`config.mk`:
```
export PLATFORM = sky130hd
export DESIGN_NAME = ysyx_22040237_ifu
export DESIGN_NICKNAME = d
export VERILOG_FILES = /design/src/rtl/ysyx_22040237_ifu.sv
export SDC_FILE = /design/constraint.sdc
export NUM_CORES = 1
export LEC_CHECK = 0
export CAP_MARGIN = 20
export CORE_ASPECT_RATIO = 1.4
export CORE_UTILIZATION = 45
export DETAILED_ROUTE_END_ITERATION = 7
export PLACE_DENSITY = 0.77
export SLEW_MARGIN = 10
export SYNTH_ARGS = -nofsm -noshare
export SYNTH_HDL_FRONTEND = slang
export SYNTH_SLANG_ARGS = --single-unit
```
`constraint.sdc`:
```
create_clock -name clk -period 7.4 [get_ports clk]
set_input_delay 1.11 -clock clk [delete_from_list [all_inputs] [get_ports clk]]
set_output_delay 1.11 -clock clk [all_outputs]
set_load 0.02 [all_outputs]
```
`src/rtl/ysyx_22040237_ifu.sv`:
```
// Instruction fetch unit: one outstanding word request to instruction memory,
// returned words buffered with their PCs in a small FIFO toward decode.
module ysyx_22040237_ifu #(
    parameter logic [63:0] RESET_PC = 64'h0000_0000_8000_0000,
    parameter int          DEPTH    = 2
) (
    input  logic        clk,
    input  logic        rst,
    output logic        imem_req_valid,
    output logic [63:0] imem_req_addr,
    input  logic        imem_req_ready,
    input  logic        imem_rsp_valid,
    input  logic [31:0] imem_rsp_data,
    input  logic        redirect_valid,
    input  logic [63:0] redirect_pc,
    output logic        inst_valid,
    output logic [31:0] inst,
    output logic [63:0] inst_pc,
    input  logic        inst_ready
);

    localparam int                PTR_W = $clog2(DEPTH);
    localparam int                CNT_W = $clog2(DEPTH + 1);
    localparam logic [CNT_W-1:0]  FULL  = CNT_W'(DEPTH);

    typedef enum logic [1:0] {
        IDLE = 2'd0,
        WAIT = 2'd1,
        DROP = 2'd2
    } state_t;

    state_t             state;
    state_t             state_next;
    logic [63:0]        fetch_pc;
    logic [63:0]        req_pc;
    logic [31:0]        data_mem [DEPTH];
    logic [63:0]        pc_mem   [DEPTH];
    logic [PTR_W-1:0]   rd_ptr;
    logic [PTR_W-1:0]   wr_ptr;
    logic [CNT_W-1:0]   count;
    logic               req_fire;
    logic               push;
    logic               pop;

    // redirect_valid is the only input allowed to reach an output combinationally.
    assign imem_req_valid = rst && (state == IDLE) && (count < FULL) && !redirect_valid;
    assign imem_req_addr  = fetch_pc;
    assign req_fire       = imem_req_valid && imem_req_ready;

    assign push = rst && (state == WAIT) && imem_rsp_valid && !redirect_valid;

    assign inst_valid = rst && (count != '0);
    assign pop        = inst_valid && inst_ready;
    assign inst       = inst_valid ? data_mem[rd_ptr] : 32'd0;
    assign inst_pc    = inst_valid ? pc_mem[rd_ptr]   : 64'd0;

    // NOTE: every combinational output gets a default first so no latch is inferred.
    always_comb begin
        state_next = state;
        unique case (state)
            IDLE: if (req_fire) state_next = WAIT;
            WAIT: begin
                if (imem_rsp_valid)      state_next = IDLE;
                else if (redirect_valid) state_next = DROP;
            end
            DROP: if (imem_rsp_valid) state_next = IDLE;
            default: state_next = IDLE;
        endcase
    end

    // NOTE: sequential state uses non-blocking assignments so every register samples pre-edge values.
    always_ff @(posedge clk) begin
        if (!rst) state <= IDLE;
        else      state <= state_next;
    end

    always_ff @(posedge clk) begin
        if (!rst) begin
            fetch_pc <= RESET_PC;
            req_pc   <= '0;
            rd_ptr   <= '0;
            wr_ptr   <= '0;
            count    <= '0;
        end else if (redirect_valid) begin
            fetch_pc <= {redirect_pc[63:2], 2'b00};
            rd_ptr   <= '0;
            wr_ptr   <= '0;
            count    <= '0;
        end else begin
            if (req_fire) begin
                req_pc   <= fetch_pc;
                fetch_pc <= fetch_pc + 64'd4;
            end
            if (push) wr_ptr <= wr_ptr + PTR_W'(1);
            if (pop)  rd_ptr <= rd_ptr + PTR_W'(1);
            unique case ({push, pop})
                2'b10:   count <= count + CNT_W'(1);
                2'b01:   count <= count - CNT_W'(1);
                default: count <= count;
            endcase
        end
    end

    // NOTE: FIFO storage has no reset; count gates every read, so stale entries are never visible.
    always_ff @(posedge clk) begin
        if (push) begin
            data_mem[wr_ptr] <= imem_rsp_data;
            pc_mem[wr_ptr]   <= req_pc;
        end
    end

endmodule

```
==> run_results.csv, run 1 <==
group,metric,value,unit
run_status,outcome,"complete, no violations",
timing,finalHoldViolations,0,
synthesis,ys_types,65,
synthesis,synth_ff_type,"edfxtp_1",
pwr,clock_power_share,40.3,%
routing,wl_per_cell,19.6,um
place,hpwl,23.7,mm
clock_network,cts_hold_buf,0,
synthesis,netlist_area,0.0134,sq mm
clock_network,numCtsBuffers,29,
final_layout,area_growth,28.5,%
routing,wl,36.2,mm
die,die_area,0.0305,sq mm
timing,maxSlewHeadroom,31.5,%
grt,overflow,0,
final_layout,layout_commonest_cell,"clkdlybuf4s50_1",
place,port_buffers,257,
setup_path,setup.worst_path.end_class,"primary output",
setup_path,crit_type,"flop to primary output",
synthesis,synth_top_area_cell,"edfxtp_1",
clock_network,cts_resized,0,
timing,finalMaxSlewViolations,0,
synthesis,seq_area_frac_synth,61.7,%
pwr,p_int,2850,uW
place,place_inst,1795,
die,num_rows,74,
final_layout,stdcell_count,1851,
pwr,power.total,3700,uW
timing,setup_tns,0,ps
synthesis,ys_warn_count,0,
setup_path,startpoint_type,"flop",
pwr,vdd_ir_drop_max,0.000133,V
grt,grt_max_degree,63,
timing,worst_slew_pin_slew,1020,ps
clock_network,h-tree-depth,1,
timing,clock.fmax,0.221,GHz
die,die_h,206,um
grt,antenna_found_initial,3,
clock_network,cts_sinks,319,
pwr,p_seq_share,52.8,%
routing,viasPerCell,5.63,
timing,period_needed,4530,ps
clock_network,cts_setup_buffers,0,
routing,drc_errors,0,
clock_network,cts_tree,"built",
place,gp_congestion,0.817,
grt,grt_pass1_wl,54.8,mm
clock_network,clock_latency,550,ps
clock_network,clock_path_buffers,3,
pwr,swShare,22.9,%
synthesis,ys_ff_latch,319,
synthesis,netlist_instances,1222,
routing,first_iter_violations,714,
pwr,p_leak,0.00533,uW
synthesis,synth_top_area_share,42.1,%
die,die_x,148,um
flow_run,max-cap-violations,0,
pwr,pwr-share-comb,6.9,%
final_layout,fin_nets,1550,
setup_path,worstPathMaxFanout,49,
timing,fin_crit_sh,61.2,%
timing,rsz0062_at_grt,"false",
routing,ant_nets,0,
die,core,0.0293,sq mm
die,io-pin-count,264,
synthesis,synth_edf_count,188,
routing,num_vias,10400,
routing,drtPass1Iterations,5,
die,start_util,45.8,%
grt,grt_pass1_vias,9979,
synthesis,synth-async-reset-ratio,0,%
hold_path,min_path_type,"flop to flop",
pwr,power.switching,847,uW
final_layout,final_cell_mix,"255 x clkdlybuf4s50_1, 188 x edfxtp_1, 180 x nand2_1",
grt,grtUsageTotal,23.3,%
synthesis,syn_area_per_cell,11.0,sq um
clock_network,path_clk_slew,60,ps
timing,fin_worst_skew,12.1,ps
clock_network,root_buffer,"clkbuf_16",
pwr,power_density,215,mW/mm^2
timing,setup_viol,0,
setup_path,crit_arrival,3420,ps
final_layout,nFillCells,2421,
final_layout,layout-drive-gt1-share,5.99,%
setup_path,cp.required,6290,ps
synthesis,synthTopCellsByArea,"edfxtp_1 42%, dfxtp_1 20%, mux2i_1 7.7%",
## synthesized netlist by cell type (5+ instances only)
cell type    n
or4_1       20
nor3_1      19
nand3_1     37
o31ai_1     10
nand4_1     34
xnor2_1     13
or3_1        6
nand2_1    181
o21ai_0     37
edfxtp_1   188
nor4_1      14
a21oi_1     92
dfxtp_1    131
a32oi_1      7
and3_1       9
o211ai_1     6
a31oi_1     13
buf_1       14
clkbuf_1    57
nor2_1     135
mux2i_1    103
and4_1       6
inv_1       14
xor2_1       5
## area by class of cell
cell class / count / area (sq um) / share of cell area (%)
inverter: 14 / 53.8 / 0.313
sequential: 319 / 8270 / 48.0
clock buffer: 36 / 783 / 4.55
antenna: 2 / 5.00 / 0.0291
timing repair buffer: 272 / 2680 / 15.5
multi-input combinational: 810 / 4780 / 27.8
tap: 380 / 475 / 2.76
clock inverter: 18 / 168 / 0.974
## per-layer routing
metal  share of wire (%)  global-route usage [%]  wire (um)
met3                 6.0                    3.53       2180
met5                   0                       0          0
met1                  40                    28.7      14700
met4                 4.3                    11.7       1560
met2                  49                    39.7      17800
## flip-flops by register name, summed over array words and instances (netlist names), named ones only
register,cells
data_mem,64
count,2
imem_req_addr,62
wr_ptr,1
rd_ptr,1
req_pc,62
state,2
pc_mem,124
## metrics by stage
step                setup WS [ps]  hold slack (ps)  area (sq um)  utilization (%)
finish                       2870              447         17200             58.8
global route                 2730              466         17200             58.8
CTS                          2840              452         17200             58.8
detailed placement           2890              437         16300             55.6
global placement             2990              429         16300             55.6
floorplan                    1010              425         13400                -
## critical path, cell delays in order (launching register included)
cell	delay, ps
dfxtp_4	900
buf_4	800
mux2i_1	230
nor2_1	170
clkdlybuf4s50_1	620
## power groups by stage
| stage | Clock [uW] | Combinational (uW) | Sequential (uW) |
|---|---|---|---|
| after floorplan | 0 | 94.3 | 2000 |
| after global placement | 0 | 250 | 1990 |
| after detailed placement | 0 | 254 | 1990 |
| after CTS | 1510 | 255 | 1950 |
| after global routing | 1590 | 272 | 1960 |
| final | 1490 | 255 | 1950 |
## logic make-up (layout without fill, tap and decap cells)
group / after synthesis / count (layout) / synth area share [%]
AO/OA/AOI/OAI: 191 / 191 / 8.47
adder cells (fa/ha/maj): 2 / 2 / 0.187
buffers and inverters: 96 / 340 / 3.03
XOR/XNOR: 18 / 18 / 1.18
flip-flops: 319 / 319 / 61.7
other: 1 / 6 / 0.0280
multiplexers: 109 / 109 / 8.20
AND/OR/NAND/NOR: 486 / 486 / 17.2
## worst paths after layout
kind,from,end,slack (ps),cells past startpoint
setup / recovery,flop,inst_pc[51],2870,4
hold / removal,req_pc[34],pc_mem[0][34],450,0
hold reg to reg,req_pc[34],pc_mem[0][34],450,0
setup reg to reg,state[0],imem_req_addr[46],4120,7
(Power assumes the default switching activity.)
==> inputs of run 2 (changes only) <==
clock period = 4.35 ns   (was 7.4 ns; I/O delays follow)
==> run 2 against run 1 <==
  * Combinational power is 72% higher
  * Sequential share of layout area is 0.28 points lower
  * First-iteration DRC count is 6.0% higher
  * Largest power group unchanged
  * Clock skew is 4.1 ps higher
  * Register-to-register slack worse by 3000 ps
  * Wire length is 0.52% lower
  * Setup slack worse by 1900 ps
  * Clock power is 71% higher
==> run_results.csv, run 2 (same netlist as run 1, synthesis figures left out) <==
group,metric,value,unit
run_status,outcome,"complete, no violations",
timing,setup_viol,0,
routing,ant_nets,0,
setup_path,startpoint_type,"flop",
final_layout,reg_top3,"pc_mem: 124 flops, data_mem: 64 flops",
clock_network,cts_setup_buffers,0,
die,num_rows,74,
routing,drc_errors,0,
routing,first_iter_violations,757,
clock_network,root_buffer,"clkbuf_16",
timing,finalMaxSlewViolations,0,
final_layout,fin_nets,1556,
clock_network,clock_latency,560,ps
routing,wl_per_cell,19.4,um
clock_network,path_clk_slew,70,ps
pwr,power_density,365,mW/mm^2
setup_path,crit_arrival,2680,ps
pwr,vdd_ir_drop_max,0.000211,V
grt,grtUsageTotal,23.5,%
grt,met3_usage,4.08,%
timing,period_needed,3340,ps
routing,num_vias,10400,
timing,fin_worst_skew,16.2,ps
die,die_h,206,um
die,io-pin-count,264,
place,place_ws,1040,ps
grt,grt_max_degree,95,
die,start_util,45.8,%
grt,grt_busiest_layer,"met2",
die,core,0.0293,sq mm
grt,use_met1,27.7,%
timing,maxSlewHeadroom,49.0,%
final_layout,layout_commonest_cell,"clkdlybuf4s50_1",
pwr,clock_power_share,40.4,%
clock_network,cts_hold_buf,0,
pwr,p_int,4870,uW
routing,viasPerCell,5.60,
die,die_x,148,um
setup_path,worstPathMaxFanout,72,
flow_run,max-cap-violations,0,
grt,grt_pass1_wl,55.4,mm
timing,clock.fmax,0.300,GHz
pwr,p_seq_share,52.6,%
clock_network,clock_path_buffers,3,
pwr,p_leak,0.00539,uW
timing,rsz0062_at_grt,"false",
clock_network,cts_tree,"built",
grt,grt_pass1_vias,10100,
pwr,power.switching,1450,uW
routing,wl,36.0,mm
timing,finalHoldViolations,0,
pwr,swShare,22.9,%
timing,fin_crit_sh,76.7,%
timing,setup_tns,0,ps
grt,antenna_found_initial,2,
clock_network,h-tree-depth,1,
final_layout,final_cell_mix,"255 x clkdlybuf4s50_1, 188 x edfxtp_1, 180 x nand2_1",
clock_network,numCtsBuffers,29,
final_layout,top_register,"pc_mem",
timing,postLayoutSetupSlackWorst,1010,ps
clock_network,cts_resized,0,
timing,worst_slew_pin_slew,762,ps
pwr,pwr-share-comb,6.9,%
grt,grt_use_met2,41.9,%
clock_network,cts_sinks,319,
hold_path,min_path_type,"flop to flop",
die,die_area,0.0305,sq mm
setup_path,setup.worst_path.end_class,"primary output",
place,gp_congestion,0.841,
final_layout,largest_reg_flops,124,
place,hpwl,23.9,mm
place,port_buffers,257,
routing,drtPass1Iterations,6,
final_layout,layout-drive-gt1-share,6.37,%
setup_path,crit_type,"flop to primary output",
setup_path,cp.required,3700,ps
final_layout,area_growth,29.3,%
grt,overflow,0,
==> run 2: changes by cell type in the layout (fill, tap and decap cells not counted), moves of 2 or more <==
cell        change
buf_12          +4
clkinvlp_4      -3
clkinv_4        +2
buf_4           +2
clkinv_2        +2
inv_6           -3
==> run 2: power by group through the flow <==
stage	Clock, uW	Combinational [uW]	Sequential, uW
5_1_grt	2700	468	3330
6_report	2550	438	3320
3_5_place_dp	0	436	3390
4_1_cts	2580	438	3320
2_1_floorplan	0	161	3400
3_3_place_gp	0	429	3380
==> run 2: path summary, 6_finish.rpt <==
| path | slack, ps | cells after the start | end | start |
|---|---|---|---|---|
| worst max-delay path | 1010 | 4 | inst_pc[23] | count[1] |
| worst min-delay path | 450 | 0 | pc_mem[1][30] | req_pc[30] |
| worst max register to register | 1140 | 6 | imem_req_addr[48] | imem_req_addr[2] |
| worst min register to register | 450 | 0 | pc_mem[1][30] | req_pc[30] |
==> run 2: worst max-delay path, cell delays in order (launching register included) <==
cell	delay, ps
dfxtp_1	390
o21ai_4	630
buf_12	360
nor2_1	150
clkdlybuf4s50_1	560
==> run 2: stage by stage <==
| step | util (%) | cells | hold WS, ps | power (uW) | instance area (sq um) |
|---|---|---|---|---|---|
| final | 59.2 | 1856 | 453 | 6310 | 17300 |
| after global routing | 59.2 | 1856 | 462 | 6490 | 17300 |
| after CTS | 59.2 | 1855 | 448 | 6330 | 17300 |
| after detailed placement | 55.9 | 1801 | 434 | 3820 | 16400 |
| after global placement | 55.9 | 1801 | 429 | 3810 | 16400 |
| after floorplan | - | 1225 | 425 | 3560 | 13400 |
==> run 2: cell type report <==
class | count | area [sq um]
clock inverter | 19 | 168
sequential | 319 | 8270
timing repair buffer | 278 | 2770
fill | 2380 | 11900
multi-input combinational | 810 | 4780
antenna | 1 | 2.50
clock buffer | 35 | 791
inverter | 14 | 53.8
tap | 380 | 475
==> run 2: routing by layer <==
| layer | wire (um) | up-vias |
|---|---|---|
| met5 | 13 | - |
| met2 | 18200 | 413 |
| met1 | 14000 | 4993 |
| li1 | - | 4908 |
| met4 | 1280 | 2 |
| met3 | 2450 | 77 |
==> inputs of run 3 (changes only) <==
clock period = 3.3 ns   (was 4.35 ns; I/O delays follow)
==> run 3 against run 2 <==
  * Clock-buffer cell count did not move
  * Wire length rose by 0.26%
  * Sequential share of layout area fell by 0.22 points
  * Non-clock buffer count increased by 12
  * Hold slack got worse by 120 ps
  * Critical path type unchanged
==> run_results.csv, run 3 (same netlist as run 1, synthesis figures left out) <==
group,metric,value,unit
timing,fin_crit_sh,95.6,%
setup_path,crit_arrival,2660,ps
grt,grt_pass1_vias,10000,
setup_path,cp_top_family,"buffers and inverters",
timing,clock.fmax,0.317,GHz
grt,grtUsageTotal,23.2,%
clock_network,numCtsBuffers,28,
routing,wl_per_cell,19.3,um
setup_path,crit_path_top_delay_cell,"clkdlybuf4s50_1",
die,die_x,148,um
clock_network,cts_setup_buffers,0,
place,place_ws,336,ps
clock_network,path_clk_slew,60,ps
final_layout,nFillCells,2399,
routing,viasPerCell,5.60,
routing,wl,36.1,mm
setup_path,cp.required,2800,ps
timing,finalMaxSlewViolations,0,
final_layout,largest_reg_flops,124,
final_layout,top_register,"pc_mem",
timing,finalHoldViolations,0,
die,die_h,206,um
grt,antenna_found_initial,2,
clock_network,cts_tree,"built",
setup_path,reg2reg_setup_slack,350,ps
timing,maxSlewHeadroom,49.1,%
timing,setup_viol,0,
routing,ant_nets,0,
timing,setup_tns,0,ps
final_layout,reg_top3,"pc_mem: 124 flops, data_mem: 64 flops",
final_layout,area_growth,29.9,%
setup_path,path_buf_inv,2,
clock_network,cts_sinks,319,
grt,overflow,0,
grt,grt_max_degree,56,
routing,first_iter_violations,735,
place,hpwl,24.9,mm
flow_run,max-cap-violations,0,
routing,drtPass1Iterations,7,
die,num_rows,74,
routing,drc_errors,0,
die,core,0.0293,sq mm
final_layout,fin_nets,1567,
clock_network,cts_resized,0,
run_status,outcome,"complete, no violations",
final_layout,layout_commonest_cell,"clkdlybuf4s50_1",
routing,num_vias,10500,
timing,worst_slew_pin_slew,757,ps
final_layout,final-seq-area,0.00827,sq mm
die,die_area,0.0305,sq mm
die,io-pin-count,264,
pwr,power.total,8300,uW
clock_network,cts_hold_buf,0,
hold_path,min_path_type,"primary input to flop",
setup_path,worstPathMaxFanout,42,
setup_path,setup.worst_path.end_class,"primary output",
grt,grt_pass1_wl,54.8,mm
clock_network,h-tree-depth,1,
setup_path,worstPathCellList,"o21ai_4, buf_4, nor2_1, clkdlybuf4s50_1",
pwr,vdd_ir_drop_max,0.000382,V
pwr,power_density,477,mW/mm^2
place,gp_congestion,0.849,
final_layout,layout-drive-gt1-share,7.47,%
pwr,p_leak,0.00545,uW
setup_path,critical_path.max_stage_delay,560,ps
timing,fin_worst_skew,12.2,ps
timing,rsz0062_at_grt,"false",
setup_path,crit_type,"flop to primary output",
clock_network,clock_latency,550,ps
die,start_util,45.8,%
place,port_buffers,257,
clock_network,clock_path_buffers,3,
final_layout,utilization,59.5,%
setup_path,startpoint_type,"flop",
final_layout,final_cell_mix,"251 x clkdlybuf4s50_1, 188 x edfxtp_1, 180 x nand2_1",
timing,period_needed,3160,ps
timing,postLayoutSetupSlackWorst,145,ps
clock_network,root_buffer,"clkbuf_16",
final_layout,multi_input_area,0.00478,sq mm
[run 3: final timing paths]
| kind | to | startpoint | cells past startpoint |
|---|---|---|---|
| worst max register to register | imem_req_addr[56] | imem_req_addr[2] | 6 |
| worst min register to register | pc_mem[0][45] | req_pc[45] | 0 |
| worst max-delay path | inst[2] | count[1] | 4 |
| worst min-delay path | imem_req_addr[61] | rst | 3 |
[run 3: layer usage]
| layer | track usage (%) | vias up | routed length, um |
|---|---|---|---|
| li1 | - | 4954 | - |
| met1 | 27.8 | 4978 | 14100 |
| met2 | 39.5 | 436 | 17700 |
| met3 | 4.42 | 86 | 2730 |
| met4 | 12.6 | 0 | 1540 |
| met5 | 0 | - | 0 |
[run 3: through the flow]
step / area, sq um / hold slack [ps] / cells
finish: 17400 / 330 / 1868
global route: 17400 / 350 / 1866
CTS: 17400 / 304 / 1865
detailed placement: 16400 / 437 / 1813
global placement: 16400 / 429 / 1813
floorplan: 13400 / 425 / 1225
[run 3: area by class of cell]
cell class	instances	share of cell area, %
clock buffers	35	4.60
multi-input cells	810	27.5
inverters	14	0.309
diodes	3	0.0432
flip-flops and latches	319	47.5
well taps	380	2.73
repair buffers	290	16.4
clock inverters	17	0.885
[run 3: power breakdown]
| group | internal (uW) | switching, uW | leakage (uW) |
|---|---|---|---|
| clock network | 1890 | 1450 | 0.000461 |
| logic | 277 | 313 | 0.00226 |
| registers | 4260 | 113 | 0.00273 |
| total | 6430 | 1880 | 0.00545 |
[run 3: worst min-delay path: cells and delay by family]
family / cells / cell delay [ps]
simple gates: 1 / 80
compound gates: 1 / 80
buf+inv: 1 / 170
